==> src/rtl/mux8_scan_ctrl.sv <==
// Scan driver for an 8:1 mux: walks the select lines over a held byte, samples Y, streams and reassembles it.
// Build option: define MUX8_SCAN_MSB_FIRST_EN to scan index 7 down to 0 (default scans 0 up to 7).
module mux8_scan_ctrl #(
  parameter int HOLD_CYCLES = 1
) (
  input  logic       clk,
  input  logic       rst,
  input  logic       in_valid,
  output logic       in_ready,
  input  logic [7:0] in_data,
  output logic [7:0] I,
  output logic       s2,
  output logic       s1,
  output logic       s0,
  output logic       enable,
  input  logic       Y,
  output logic       ser_valid,
  output logic       ser_bit,
  output logic       ser_last,
  output logic       out_valid,
  input  logic       out_ready,
  output logic [7:0] out_data
);

  localparam int HW = $clog2(HOLD_CYCLES) + 1;
  localparam logic [HW-1:0] HOLD_LAST = HW'(HOLD_CYCLES - 1);
  localparam logic [HW-1:0] HOLD_ONE  = HW'(1);

`ifdef MUX8_SCAN_MSB_FIRST_EN
  localparam logic [2:0] START_IDX = 3'd7;
  localparam logic [2:0] LAST_IDX  = 3'd0;
`else
  localparam logic [2:0] START_IDX = 3'd0;
  localparam logic [2:0] LAST_IDX  = 3'd7;
`endif

  typedef enum logic [1:0] {IDLE, SCAN, DONE} state_t;

  state_t          state, state_nxt;
  logic [2:0]      idx, idx_nxt;
  logic [HW-1:0]   hold_cnt, hold_nxt;
  logic [7:0]      data_nxt, out_data_nxt;
  logic            in_ready_nxt, enable_nxt, out_valid_nxt;
  logic            ser_valid_nxt, ser_bit_nxt, ser_last_nxt;

  assign {s2, s1, s0} = idx;

  always_ff @(posedge clk) begin
    if (rst) begin
      state     <= IDLE;
      idx       <= 3'd0;
      hold_cnt  <= '0;
      I         <= 8'h00;
      in_ready  <= 1'b0;
      enable    <= 1'b0;
      ser_valid <= 1'b0;
      ser_bit   <= 1'b0;
      ser_last  <= 1'b0;
      out_valid <= 1'b0;
      out_data  <= 8'h00;
    end else begin
      state     <= state_nxt;
      idx       <= idx_nxt;
      hold_cnt  <= hold_nxt;
      I         <= data_nxt;
      in_ready  <= in_ready_nxt;
      enable    <= enable_nxt;
      ser_valid <= ser_valid_nxt;
      ser_bit   <= ser_bit_nxt;
      ser_last  <= ser_last_nxt;
      out_valid <= out_valid_nxt;
      out_data  <= out_data_nxt;
    end
  end

  always_comb begin
    state_nxt     = state;
    idx_nxt       = idx;
    hold_nxt      = hold_cnt;
    data_nxt      = I;
    in_ready_nxt  = in_ready;
    enable_nxt    = enable;
    ser_valid_nxt = 1'b0;
    ser_bit_nxt   = ser_bit;
    ser_last_nxt  = 1'b0;
    out_valid_nxt = out_valid;
    out_data_nxt  = out_data;

    case (state)
      IDLE: begin
        in_ready_nxt = 1'b1;
        if (in_valid && in_ready) begin
          data_nxt     = in_data;
          idx_nxt      = START_IDX;
          enable_nxt   = 1'b1;
          hold_nxt     = '0;
          out_data_nxt = 8'h00;
          in_ready_nxt = 1'b0;
          state_nxt    = SCAN;
        end
      end

      SCAN: begin
        // Y is sampled only on the closing edge of each hold window, so I and select never move mid-window.
        if (hold_cnt == HOLD_LAST) begin
          hold_nxt          = '0;
          out_data_nxt[idx] = Y;
          ser_bit_nxt       = Y;
          ser_valid_nxt     = 1'b1;
          if (idx == LAST_IDX) begin
            ser_last_nxt  = 1'b1;
            enable_nxt    = 1'b0;
            out_valid_nxt = 1'b1;
            state_nxt     = DONE;
          end else begin
`ifdef MUX8_SCAN_MSB_FIRST_EN
            idx_nxt = idx - 3'd1;
`else
            idx_nxt = idx + 3'd1;
`endif
          end
        end else begin
          hold_nxt = hold_cnt + HOLD_ONE;
        end
      end

      DONE: begin
        if (out_ready) begin
          out_valid_nxt = 1'b0;
          in_ready_nxt  = 1'b1;
          state_nxt     = IDLE;
        end
      end

      default: state_nxt = IDLE;
    endcase
  end

endmodule
==> config.mk <==
export PLATFORM = sky130hd
export DESIGN_NAME = mux8_scan_ctrl
export DESIGN_NICKNAME = d
export VERILOG_FILES = /design/src/rtl/mux8_scan_ctrl.sv
export SDC_FILE = /design/constraint.sdc
export NUM_CORES = 1
export LEC_CHECK = 0
export BUFFER_PORTS_ARGS = -buffer_cell sky130_fd_sc_hd__buf_4
export CAP_MARGIN = 20
export CORE_MARGIN = 8
export CORE_UTILIZATION = 41
export DETAILED_ROUTE_END_ITERATION = 12
export HOLD_SLACK_MARGIN = 0.1
export PLACE_DENSITY = 0.72
export SYNTH_ARGS = -nofsm -noshare
export SYNTH_HDL_FRONTEND = slang
export SYNTH_SLANG_ARGS = --single-unit
==> constraint.sdc <==
create_clock -name clk -period 1.4 [get_ports clk]
set_input_delay 0.28 -clock clk [delete_from_list [all_inputs] [get_ports clk]]
set_output_delay 0.28 -clock clk [all_outputs]
set_load 0.005 [all_outputs]
==> results_dict.tcl <==
set metrics [dict create \
    grt_use_total_pct 12.0 \
    worstMarginPinSlew_ps 303 \
    cts_tree "done" \
    crit_fanout 5 \
    crit_type "reg -> reg" \
    p_leak_uw 0.000691 \
    die_w_um 69.9 \
    syn_to_final_growth_pct 32.8 \
    synth_compound_area_share_pct 15.8 \
    cts.sinks 27 \
    rsz0062_at_grt "true" \
    grt_pass1_wl_mm 5.05 \
    synth_top_area_share_pct 45.4 \
    io-pin-count 38 \
    fill_cells 252 \
    drtIter0Drc 56 \
    synth_top_area_cell "dfxtp_1" \
    finalWirelength_mm 2.90 \
    dp_slack_ps -31.5 \
    r2r_slack_ps 10 \
    regArea_um2 547 \
    post_drt_via_cell_ratio 5.40 \
    post_drt_wl_per_cell_um 14.3 \
    cap_violations 0 \
    hold_buffers 0 \
    cts-root-buf "clkbuf_4" \
    critPathCaptureType "flip-flop" \
    post-dp-hpwl_mm 2.20 \
    grt_remaining_overflow 0 \
    clk_path_buf_depth 2 \
    synth.distinct_cells 34 \
    cts.reportedPaths.clkPinSlew_ps 150 \
    postRouteAntennaNets 0 \
    synthMuxAreaShare_pct 0 \
    finalSetupViolCount 0 \
    core_um2 2760 \
    worstPathArrival_ps 1630 \
    final_util_pct 57.4 \
    synth_seq_area_share_pct 45.4 \
    route.detailed.drc 0 \
    slew_headroom_pct 79.7 \
    slew_viol_final 0 \
    yosys.area_share.xor_xnor_pct 0 \
    syn-instance-count 131 \
    vias 1091 \
    layout-drive-gt1-share_pct 41.5 \
    grt_pass1_vias 1149 \
    syn_nets 147 \
    cp-start-kind "flip-flop" \
    ys_warn_count 0 \
    fmax_ghz 0.719 \
    start_util_pct 43.2 \
    status "complete, no violations" \
    n_antenna_cell 0 \
    synth-simple-area-share_pct 30.0 \
    crit_start "idx[0]" \
    antenna_found_initial 0 \
    drtPass1Iterations 4 \
    syn_avg_cell_area_um2 9.09 \
    row_count 19 \
    tns_ps 0 \
    finalClockSkew_ps 11.3 \
    layout.nets 188 \
    worstSkewPairLatency_ps 330 \
    setup_slack_ps 9.82 \
    io_buffers 37 \
    hold_viol_final 0 \
    cts_buffers 3 \
    hp-start "in_data[6]" \
    synth_area_leaders "dfxtp_1 (45%), nand2_1 (7.6%), a21oi_1 (6.7%)" \
    crit_required_ps 1640 \
    synth-seq-cells 27 \
    place_congestion 0.786 \
    die_h_um 69.9 \
    floorplan.die_area_um2 4890 \
    synth-adder-area-share_pct 3.15 \
    fin_crit_sh_pct 99.3 \
    place_inst 197 \
    synth_area_um2 1190 \
    r2r-start "idx[0]" \
    ir_drop_mv 0.586 \
    fin_cells 202 \
    fin_crit_ps 1390 \
    powerDensity_nw_per_um2 864 \
    multi_input_area_um2 613 \
    synth_top_family_by_area "simple AND/OR/NAND/NOR gates" \
    power.total_uw 1370 \
    hold_class "in -> reg" \
    grt_max_degree 20 \
    cts.htree.levels 1 \
]
## per-layer routing
| layer | vias up | share of wire (%) | global-route usage [%] |
|---|---|---|---|
| met5 | - | 0 | 0 |
| met1 | 515 | 42 | 13.0 |
| li1 | 536 | - | - |
| met4 | 0 | 1.9 | 4.02 |
| met2 | 33 | 50 | 21.2 |
| met3 | 7 | 6.5 | 4.10 |
## synthesized netlist by cell type (all sizes together)
master and instances:
or2 2, nand3b 1, and2 1, and4bb 1, nand4bb 1, nor3b 2, a21oi 16, nor4 4
ha 3, or3b 1, nand2 24, and3b 1, nor2b 2, nor2 5, clkbuf 3, o21ai 2
dfxtp 27, a31o 8, buf 7, inv 2, and2b 1, nand4b 1, o21a 1, nand2b 4
nand3 6, a22oi 1, nor3 3, o31ai 1
## sequential cells by signal, indices dropped and copies added (netlist names), 2 cells and up
register and cells:
I 8, out_data 8, idx 3, state 2
## metrics by stage
step / cell area, um^2 / hold slack [ps]
finish: 1580 / 176
global route: 1580 / 180
CTS: 1580 / 177
detailed placement: 1510 / 447
global placement: 1510 / 442
floorplan: 1190 / 416
## worst max-delay path, cell delays in order, from the launching register on
cell	delay, ps
dfxtp_2	370
ha_4	170
ha_4	150
or3b_4	400
nand4b_1	130
o31ai_2	80
## logic make-up (layout without fill, tap and decap cells)
family,after synthesis,after routing
and+or+nand+nor,60,60
AOI/OAI and AO/OA,29,29
DFF,27,27
buffers and inverters,12,52
adders and majority gates,3,3
## layout by cell type, fill, tap and decap left out, types with 2 or more instances in the layout
master | netlist | layout
a21oi_1 | 16 | 16
a31o_2 | 7 | 7
buf_4 | 3 | 45
clkbuf_4 | 0 | 3
dfxtp_1 | 27 | 22
dfxtp_2 | 0 | 5
ha_4 | 0 | 2
inv_1 | 2 | 2
nand2_1 | 24 | 24
nand2b_1 | 4 | 4
nand3_1 | 6 | 6
nor2_1 | 4 | 4
nor2b_1 | 2 | 2
nor3_1 | 3 | 3
nor4_1 | 4 | 4
o21ai_0 | 2 | 2
## what timing repair did
action | CTS | global route
pin swaps | 2 | 1
resized for setup | 7 | 3
endpoints found under the setup margin | 3 | 12
buffers inserted | 1 | 0
## layout make-up
type,instances,share of cell area [%]
clock buffer,4,1.66
inverter,2,0.475
multi-input combinational,92,38.8
sequential,27,34.6
tap,31,2.45
timing repair buffer,46,22.1
## power by group
part,switching [uW],internal (uW),total [uW]
clock,227,112,339
combinational,105,107,212
sequential,20.0,797,817
## worst paths after layout
path | endpoint | cells after the start
max | idx[0] | 5
min | I[6] | 3
max reg2reg | idx[0] | 5
min reg2reg | ser_bit | 2
(Power assumes the default switching activity.)
